===== src/rtl/seg_pkg.sv =====
// Shared FSM state type, seven-segment glyphs and a constant BCD helper
// for the seg_bcd_counter block.
package seg_pkg;

  typedef enum logic [1:0] {
    ST_IDLE,
    ST_DELAY,
    ST_REPEAT
  } state_t;

  // Active-low glyphs, bit6 = A .. bit0 = G
  localparam logic [6:0] SEG_0     = 7'b0000001;
  localparam logic [6:0] SEG_1     = 7'b1001111;
  localparam logic [6:0] SEG_2     = 7'b0010010;
  localparam logic [6:0] SEG_3     = 7'b0000110;
  localparam logic [6:0] SEG_4     = 7'b1001100;
  localparam logic [6:0] SEG_5     = 7'b0100100;
  localparam logic [6:0] SEG_6     = 7'b0100000;
  localparam logic [6:0] SEG_7     = 7'b0001111;
  localparam logic [6:0] SEG_8     = 7'b0000000;
  localparam logic [6:0] SEG_9     = 7'b0000100;
  localparam logic [6:0] SEG_BLANK = 7'b1111111;

  // Elaboration-time only: turns the decimal top value into a BCD constant.
  function automatic logic [15:0] bcd_of(input int v);
    logic [15:0] r;
    int x;
    x = v;
    r = '0;
    for (int i = 0; i < 4; i++) begin
      r[4*i +: 4] = 4'(x % 10);
      x = x / 10;
    end
    return r;
  endfunction

endpackage


===== src/rtl/seg_digit_encoder.sv =====
// One BCD digit to an active-low seven-segment pattern.
// Non-decimal codes show nothing.
module seg_digit_encoder
  import seg_pkg::*;
(
  input  logic [3:0] i_Bcd,
  output logic [6:0] o_Seg
);

  always_comb begin
    unique case (i_Bcd)
      4'd0:    o_Seg = SEG_0;
      4'd1:    o_Seg = SEG_1;
      4'd2:    o_Seg = SEG_2;
      4'd3:    o_Seg = SEG_3;
      4'd4:    o_Seg = SEG_4;
      4'd5:    o_Seg = SEG_5;
      4'd6:    o_Seg = SEG_6;
      4'd7:    o_Seg = SEG_7;
      4'd8:    o_Seg = SEG_8;
      4'd9:    o_Seg = SEG_9;
      default: o_Seg = SEG_BLANK;
    endcase
  end

endmodule


===== src/rtl/seg_bcd_counter.sv =====
// Up/down BCD counter with press auto-repeat and registered 7-seg output.
// Define SEG_LEADING_ZERO_BLANK_EN to blank leading zero digits.
module seg_bcd_counter
  import seg_pkg::*;
#(
  parameter int DIGITS       = 2,
  parameter int COUNT_MAX    = 99,
  parameter int REPEAT_DELAY = 12500000,
  parameter int REPEAT_RATE  = 2500000
) (
  input  logic                  i_Clk,
  input  logic                  i_Reset,
  input  logic                  i_Inc,
  input  logic                  i_Dec,
  input  logic                  i_Clear,
  input  logic                  i_Freeze,
  output logic [4*DIGITS-1:0]   o_Count,
  output logic [7*DIGITS-1:0]   o_Segments,
  output logic                  o_Wrap
);

  localparam int TMAX = (REPEAT_DELAY > REPEAT_RATE) ?
                        REPEAT_DELAY : REPEAT_RATE;
  localparam int TW = $clog2(TMAX);
  localparam int CW = 4 * DIGITS;
  localparam logic [CW-1:0] MAX_BCD = CW'(bcd_of(COUNT_MAX));
  localparam logic [TW-1:0] DLY_END = TW'(REPEAT_DELAY - 1);
  localparam logic [TW-1:0] RPT_END = TW'(REPEAT_RATE - 1);

  logic                r_Valid;
  logic [2:0]          r_InQ;
  logic [2:0]          r_InP;
  logic [2:0]          r_Arm;
  state_t              r_State;
  logic                r_Dir;
  logic [TW-1:0]       r_Timer;
  logic [CW-1:0]       r_Count;
  logic                r_Wrap;
  logic [7*DIGITS-1:0] r_Seg;

  logic [2:0]          w_Edge;
  logic                w_Both;
  logic                w_Held;
  logic                w_Dn;
  logic                w_Cy;
  logic [CW-1:0]       w_Next;
  logic                w_NextWrap;
  logic [TW-1:0]       w_End;
  logic [7*DIGITS-1:0] w_Enc;
  logic [7*DIGITS-1:0] w_Seg;

  // Bits: 0 = Inc, 1 = Dec, 2 = Clear. A switch must be seen released
  // after reset before its press counts, so a held key cannot step.
  always_ff @(posedge i_Clk or posedge i_Reset) begin
    if (i_Reset) begin
      r_Valid <= 1'b0;
      r_InQ   <= '0;
      r_InP   <= '0;
      r_Arm   <= '0;
    end else begin
      r_Valid <= 1'b1;
      r_InQ   <= {i_Clear, i_Dec, i_Inc};
      r_InP   <= r_InQ;
      r_Arm   <= r_Arm | ({3{r_Valid}} & ~r_InQ);
    end
  end

  assign w_Edge = r_InQ & ~r_InP & r_Arm;
  assign w_Both = r_InQ[0] & r_InQ[1];
  assign w_Held = r_Dir ? r_InQ[1] : r_InQ[0];
  assign w_End  = (r_State == ST_DELAY) ? DLY_END : RPT_END;

  always_comb begin
    w_Dn       = (|w_Edge[1:0]) ? w_Edge[1] : r_Dir;
    w_Next     = r_Count;
    w_NextWrap = 1'b0;
    w_Cy       = 1'b1;
    if (!w_Dn) begin
      if (r_Count == MAX_BCD) begin
        w_Next     = '0;
        w_NextWrap = 1'b1;
      end else begin
        for (int d = 0; d < DIGITS; d++) begin
          if (w_Cy) begin
            if (r_Count[4*d +: 4] == 4'd9) begin
              w_Next[4*d +: 4] = 4'd0;
            end else begin
              w_Next[4*d +: 4] = r_Count[4*d +: 4] + 4'd1;
              w_Cy = 1'b0;
            end
          end
        end
      end
    end else begin
      if (r_Count == '0) begin
        w_Next     = MAX_BCD;
        w_NextWrap = 1'b1;
      end else begin
        for (int d = 0; d < DIGITS; d++) begin
          if (w_Cy) begin
            if (r_Count[4*d +: 4] == 4'd0) begin
              w_Next[4*d +: 4] = 4'd9;
            end else begin
              w_Next[4*d +: 4] = r_Count[4*d +: 4] - 4'd1;
              w_Cy = 1'b0;
            end
          end
        end
      end
    end
  end

  always_ff @(posedge i_Clk or posedge i_Reset) begin
    if (i_Reset) begin
      r_State <= ST_IDLE;
      r_Dir   <= 1'b0;
      r_Timer <= '0;
      r_Count <= '0;
      r_Wrap  <= 1'b0;
    end else begin
      r_Wrap <= 1'b0;
      if (i_Freeze) begin
        r_State <= ST_IDLE;
      end else if (w_Edge[2]) begin
        r_Count <= '0;
        r_State <= ST_IDLE;
      end else if (w_Both) begin
        r_State <= ST_IDLE;
      end else if (|w_Edge[1:0]) begin
        r_Count <= w_Next;
        r_Wrap  <= w_NextWrap;
        r_Dir   <= w_Edge[1];
        r_State <= ST_DELAY;
        r_Timer <= '0;
      end else begin
        unique case (r_State)
          ST_DELAY, ST_REPEAT: begin
            if (!w_Held) begin
              r_State <= ST_IDLE;
            end else if (r_Timer == w_End) begin
              r_Count <= w_Next;
              r_Wrap  <= w_NextWrap;
              r_State <= ST_REPEAT;
              r_Timer <= '0;
            end else begin
              r_Timer <= r_Timer + 1'b1;
            end
          end
          default: r_State <= ST_IDLE;
        endcase
      end
    end
  end

  for (genvar g = 0; g < DIGITS; g++) begin : g_dig
    seg_digit_encoder u_enc (
      .i_Bcd (r_Count[4*g +: 4]),
      .o_Seg (w_Enc[7*g +: 7])
    );
  end

`ifdef SEG_LEADING_ZERO_BLANK_EN
  logic w_Lead;
  always_comb begin
    w_Seg  = w_Enc;
    w_Lead = 1'b1;
    for (int d = DIGITS - 1; d > 0; d--) begin
      w_Lead = w_Lead & (r_Count[4*d +: 4] == 4'd0);
      if (w_Lead) w_Seg[7*d +: 7] = SEG_BLANK;
    end
  end
`else
  assign w_Seg = w_Enc;
`endif

  always_ff @(posedge i_Clk or posedge i_Reset) begin
    if (i_Reset) r_Seg <= {DIGITS{SEG_0}};
    else         r_Seg <= w_Seg;
  end

  assign o_Count    = r_Count;
  assign o_Segments = r_Seg;
  assign o_Wrap     = r_Wrap;

endmodule

===== config.mk =====
export PLATFORM = sky130hd
export DESIGN_NAME = seg_bcd_counter
export DESIGN_NICKNAME = d
export VERILOG_FILES = /design/src/rtl/seg_pkg.sv /design/src/rtl/seg_digit_encoder.sv /design/src/rtl/seg_bcd_counter.sv
export SDC_FILE = /design/constraint.sdc
export NUM_CORES = 1
export LEC_CHECK = 0
export CAP_MARGIN = 0
export CORE_MARGIN = 2
export CORE_UTILIZATION = 45
export DETAILED_ROUTE_END_ITERATION = 8
export PLACE_DENSITY = 0.67
export SLEW_MARGIN = 20
export SYNTH_ARGS = -nofsm -noshare
export SYNTH_HDL_FRONTEND = slang
export SYNTH_SLANG_ARGS = --single-unit

===== constraint.sdc =====
create_clock -name i_Clk -period 3.1 [get_ports i_Clk]
set_input_delay 0.62 -clock i_Clk [delete_from_list [all_inputs] [get_ports i_Clk]]
set_output_delay 0.62 -clock i_Clk [all_outputs]
set_load 0.02 [all_outputs]

==> summary.txt, run 1 <==
STA
  • Unrepaired setup endpoints after global routing: no
  • Fin. max-slew vios: 0
  • Maximum achievable frequency: 0.4328 GHz
  • Worst Tran Pin Value: slightly below 0.6 ns
  • Final period util: about three quarters
  • Post-layout min period: 2.311 ns
  • Max-slew headroom: 60.20%
  • Setup TNS: 0 ns
  • Finish-stage setup viols: 0
  • Worst Clk Skew: 0.01063 ns
  • Final hold slack: 0.4289 ns
  • Final hold violation count: 0

Synth
  • Largest family of logic cells by synthesized area: simple AND/OR/NAND/NOR gates
  • Post-synth top area share: 43.33%
  • Top cells by count, synth: 58 x dfrtp_1, 32 x nor2_1, 30 x nand2_1
  • Seq/Total Area, Yosys: 44.90%
  • Synth Flop Type: dfrtp_1
  • Adder-Cell Fraction of Synth Area: roughly 5.2%
  • Mux contribution to synthesized area: 0.5977%
  • Cell variety after synth: 56
  • Async set-reset flop share out of synthesis: 100.0%
  • Area of the mapped netlist: around 3300 um^2
  • EDFF count, synth: 0
  • Synth warn: 0
  • Number of synthesized register bits: 60
  • Syn nets: 372
  • Area leader, netlist: dfrtp_1
  • Synth Area per Inst: 9.516 um^2
  • Mapped Cells: 352
  • Most common cell in the netlist: dfrtp_1
  • Compound-Gate Fraction of Synth Area: 20.40%
  • Synth Area in Simple Gates: roughly 22%
  • Top cells by area, synth: dfrtp_1 43%, ha_1 5.2%, a31oi_1 4.1%
  • Post-Synth XOR/XNOR Area: 2.353%

Clock tree
  • H-Tree Depth: 3
  • CTS max path bufs: 2
  • Clock-pin slew on the worst setup and hold paths: 0.07 ns
  • CTS Sinks: 60
  • Clock latency on the worst-skew pair: 0.34 ns
  • Post-cts resize count: 0
  • CTS tree: done
  • Post CTS Setup Buffer Count: 0
  • CTS Buf Count: 9
  • Hold_buf cts: 0
  • Root Driver: clkbuf_8

Critical path
  • Reg2Reg Capture Point: r_Timer[18]
  • WP data required: 3.29 ns
  • R2R Setup Slk: 0.79 ns
  • Reg2reg path depth: 8
  • Worst path arrival time: 2.50 ns
  • Startpoint Class: register
  • Crit. End Element: register
  • Crit Path Category: reg2reg
  • Worst r2r src: r_Timer[0]
  • Critical Path Fanout Max: 17

Layout
  • Nets: approximately 400
  • N_diodes: 0
  • Filler Cell Count: 681
  • Layout cells sized above 1: 9.769%
  • P&R area growth vs syn: 17.67%
  • Final core occ: 54.63%
  • Layout Cells excl Fill: approximately 490

Job
  • Max-cap violations: 0

Drt
  • Drt total wl: ~7.4 mm
  • DRC violations left: 0
  • Vias: 2,769
  • ANT nets after route: 0
  • DRT iter0 DRCs: 120
  • Drt pass-1 iters: 5
  • Avg Vias per Cell: 5.674
  • Wire per inst: 15.09 um

Outcome
  • Outcome: completed

Worst hold path
  • Hold path startpoint: r_InQ[2]
  • Worst hold endpoint: r_InP[2]
  • Hold Crit Depth: 0
  • Min-Delay Path Class: reg2reg

Pwr
  • P_leak: 1.662 nW
  • Power Dens Cells: 776.2 nW/um^2
  • Clock power frac: 24.4%
  • Comb pwr share: between 30 and 40%
  • Peak VDD IR: 0.5394 mV
  • Switching share of power: 37.48%
  • Flop pwr share: between 30% and 40%
  • NetSw: 1.146 mW
  • Internal power: 1.913 mW

Floorplanning
  • Die area: 8150 um^2
  • Initial Util: 46.43%
  • Die width: ~90 um
  • # rows: 31
  • Core Footprint: 7214 um^2
  • Die Y: approximately 90 um
  • IO Pins: 29

Place
  • DP Wirelength: between 5 and 6 mm
  • Inst Count DP: 472
  • IO buf count: 28
  • RePlAce Congestion: 0.8584

GRT
  • Number of global-route vias before repair: 2,737
  • GRT Resource Usage Total: 19.25%
  • First-pass GRT wire length: 12.80 mm
  • Largest net degree at the start of global routing: 27
  • Overflow after GRT: 0
  • Initial antenna violation count: 0
==> cell type report <==
class | instances | area, um^2 | share of cell area [%]
Multi-Input combinational cell | 260 | 1704 | 43.24
Timing Repair Buffer | 34 | 325.3 | 8.254
Clock inverter | 3 | 43.79 | 1.111
Inverter | 19 | 71.32 | 1.810
Tap cell | 99 | 123.9 | 3.143
Clock buffer | 13 | 168.9 | 4.286
Sequential cell | 60 | 1504 | 38.16
==> worst max path at each step <==
stage	end	slack [ns]	from	cells after the start
after global placement	r_Timer[18]	0.63	i_Freeze	7
after CTS	r_Timer[18]	0.77	r_Timer[0]	8
final	r_Timer[18]	0.79	r_Timer[0]	8
after detailed placement	r_Timer[18]	0.44	i_Freeze	7
after floorplan	o_Count[0]	1.0	i_Reset	1
after global routing	r_Timer[18]	0.59	r_Timer[0]	8
==> routing by layer <==
metal | GRT usage (%) | share of wire, %
met1 | 25.37 | 48
met2 | 31.08 | 47
met3 | 5.676 | 3.5
met4 | 5.256 | 1.3
met5 | 0 | 0
==> cells by family (layout without fill, tap and decap cells) <==
group / after synthesis / count (layout)
other cells: 1 / 1
buf+inv: 32 / 69
compound gates: 101 / 101
flops: 60 / 60
mux: 2 / 2
xor+xnor: 9 / 9
simple gates: 133 / 133
fa+ha+maj: 14 / 14
==> placed cells by master (no fill, tap or decap), types with 3 or more instances in the layout <==
master and count:
a21o_1 3, a21oi_1 19, a31oi_1 22, a41oi_1 6, and3_1 7, and3b_1 4
and4_1 6, buf_4 6, clkbuf_8 12, clkdlybuf4s50_1 28, dfrtp_1 58, ha_1 14
inv_1 17, nand2_1 30, nand3_1 12, nand3b_1 3, nand4_1 9, nor2_1 32
nor2b_1 3, nor3_1 8, o211ai_1 6, o21ai_0 25, xor2_1 9
==> metrics by stage <==
| stage | area (um^2) | setup slack [ns] | total power, mW |
|---|---|---|---|
| after floorplan | 3349 | 0.9986 | 1.877 |
| after global placement | 3729 | 0.6323 | 2.319 |
| after detailed placement | 3729 | 0.4353 | 2.326 |
| after CTS | 3941 | 0.7694 | 3.087 |
| after global routing | 3941 | 0.5921 | 3.266 |
| final | 3941 | 0.7894 | 3.059 |
==> flip-flops by register name, summed over array words and instances, names as in the netlist <==
register	cells
r_Timer	24
o_Segments	14
o_Count	8
r_Arm	3
r_InP	3
r_InQ	3
r_State	2
o_Wrap	1
r_Dir	1
r_Valid	1
==> critical path: stages, from the launching register on <==
cell and delay, ns:
dfrtp_1 0.44, ha_1 0.29, and4_1 0.22, nand4_2 0.18, a211oi_4 0.43, nor2_2 0.08
buf_4 0.20, o311ai_0 0.10, o311ai_0 0.21
==> power by group through the flow <==
stage	Sequential, mW	Clock [mW]	Combinational (mW)
after floorplan	1.24	0	0.634
after global placement	1.15	0	1.17
after detailed placement	1.14	0	1.18
after CTS	1.13	0.765	1.19
after global routing	1.16	0.795	1.31
final	1.13	0.746	1.18
No activity file was read; power rests on OpenSTA's default activity.
==> run 2: changes to the inputs <==
Clock period 3.1 ns to 2.3 ns, I/O delays scaled along.
==> run 2 against run 1 <==
Effect of this change: clock skew shrank 0.0018 ns; critical path type unchanged; die area is the same; via count grew 6.5%; largest cell class unchanged.
==> summary.txt, run 2 (synthesis gave the netlist of run 1 again) <==
Outcome
  • Outcome: completed

Critical path
  • Crit path cell chain: nor4b_2 -> nand4_2 -> buf_4 -> a2111oi_4 -> o211ai_2 -> nand2b_4 -> o31ai_1
  • Worst r2r src: r_Timer[14]
  • Worst path arrival time: 2.43 ns
  • Critical Path Slowest Stage Cell: dfrtp_1
  • Reg2Reg Capture Point: o_Count[4]
  • Crit path buffers/inverters: 1
  • Crit. path cell count: 7
  • Critical Path Fanout Max: 7
  • Crit Path Category: reg2reg
  • R2R Setup Slk: 0.11 ns
  • WP data required: 2.54 ns
  • Reg2reg path depth: 7
  • Cell family with most CP delay: compound AO/OA/AOI/OAI gates
  • Max incr delay on CP: 0.46 ns
  • Startpoint Class: register
  • Crit. End Element: register

Place
  • Placed Area: 3864 um^2
  • Post-Place Setup Slack: -0.3718 ns
  • IO buf count: 28
  • DP Wirelength: 5.360 mm
  • Inst Count DP: 490
  • RePlAce Congestion: ~0.87

STA
  • Max-slew headroom: 57.30%
  • Post-layout min period: approximately 2.2 ns
  • Fin. max-slew vios: 0
  • Maximum achievable frequency: between 0.4 and 0.5 GHz
  • Worst Tran Pin Value: about 0.64 ns
  • Unrepaired setup endpoints after global routing: no
  • Finish-stage setup viols: 0
  • Final worst slack: 0.1125 ns
  • Final period util: a little over nine tenths
  • Worst Clk Skew: roughly 0.009 ns
  • Final hold violation count: 0

Layout
  • Final Cell Area: 4100 um^2
  • Final core occ: 56.83%
  • Layout Cells excl Fill: 507
  • Max reg flops: 24
  • Most frequent cells in the layout: 57 x dfrtp_1, 32 x nor2_1, 30 x nand2_1
  • P&R area growth vs syn: 22.41%
  • Layout cells sized above 1: 14.46%
  • Largest Register: r_Timer
  • Commonest non-fill, non-tap cell in the layout: dfrtp_1
  • Nets: 423
  • N_diodes: 0

Floorplanning
  • Die area: 8150 um^2
  • Initial Util: 46.43%
  • Die width: 90.28 um
  • Core Footprint: 7214 um^2
  • # rows: 31
  • Die Y: ~90 um
  • IO Pins: 29

Clock tree
  • CTS Sinks: 60
  • CTS tree: done
  • CTS max path bufs: 2
  • CTS Buf Count: 9
  • Root Driver: clkbuf_8
  • Clock-pin slew on the worst setup and hold paths: about 0.070 ns
  • H-Tree Depth: 3
  • Post CTS Setup Buffer Count: 0
  • Clock latency on the worst-skew pair: between 0.3 and 0.4 ns

GRT
  • First-pass GRT wire length: 13.33 mm
  • Overflow after GRT: 0
  • GRT Resource Usage Total: approximately 20%
  • Number of global-route vias before repair: ~2,800
  • Largest net degree at the start of global routing: 30
  • Initial antenna violation count: 0

Pwr
  • Peak VDD IR: ~0.72 mV
  • Total Power: 4.158 mW
  • P_leak: 1.750 nW
  • Power Dens Cells: 1014 nW/um^2

Drt
  • DRT iter0 DRCs: 160
  • Drt pass-1 iters: 4
  • Drt total wl: 7.685 mm
  • Vias: 2,949
  • Avg Vias per Cell: 5.817
  • ANT nets after route: 0
  • Wire per inst: 15.16 um
  • DRC violations left: 0

Worst hold path
  • Min-Delay Path Class: in2async

Job
  • Max-cap violations: 0
run 2: cell types whose count changed in the layout (fill, tap and decap cells not counted), sizes merged:
| cell | before | now |
|---|---|---|
| buf | 6 | 24 |
| clkbuf | 13 | 12 |
| clkinvlp | 0 | 1 |
| nor2 | 33 | 34 |
run 2: where the power goes:
part / internal (mW) / leakage [nW] / switching, mW
Sequential: 1.28 / 0.761 / 0.190
Clock: 0.556 / 0.102 / 0.412
Combinational: 0.765 / 0.886 / 0.957
Total: 2.60 / 1.75 / 1.56
run 2: worst max-delay path by stage:
stage	start	end	slack (ns)
after detailed placement	i_Freeze	r_Timer[18]	-0.37
after floorplan	r_State[0]	r_Timer[1]	0.25
after global placement	i_Freeze	r_Timer[18]	-0.28
after CTS	r_State[0]	o_Count[4]	0.07
final	r_Timer[14]	o_Count[4]	0.11
after global routing	r_Timer[14]	o_Count[4]	0.002
run 2: repair_timing:
item,in CTS,in global routing
hold buffers,0,0
setup endpoints to repair,10,5
resized for setup,1,4
pin swaps,0,4
gates cloned,0,1
hold endpoints to repair,0,0
run 2: area by class of cell:
class	count	area, um^2
tap	99	123.9
timing repair buffer	52	460.4
clock buffer	12	155.1
sequential	60	1505
inverter	19	71.32
fill	656	3114
clock inverter	4	47.55
multi-input combinational	261	1737
run 2: layer usage:
layer	part of all wire, %	up-vias	global-route usage [%]
met5	0	-	0
met4	1.5	0	7.949
met3	4.5	13	4.341
met2	48	100	32.64
met1	46	1437	26.04
li1	-	1399	-
run 2: through the flow:
stage	hold slack, ns	TNS, ns
final	0.3569	0
after global routing	0.3932	0
after CTS	0.3498	0
after detailed placement	0.4036	-4.095
after global placement	0.3995	-2.756
after floorplan	0.3870	0
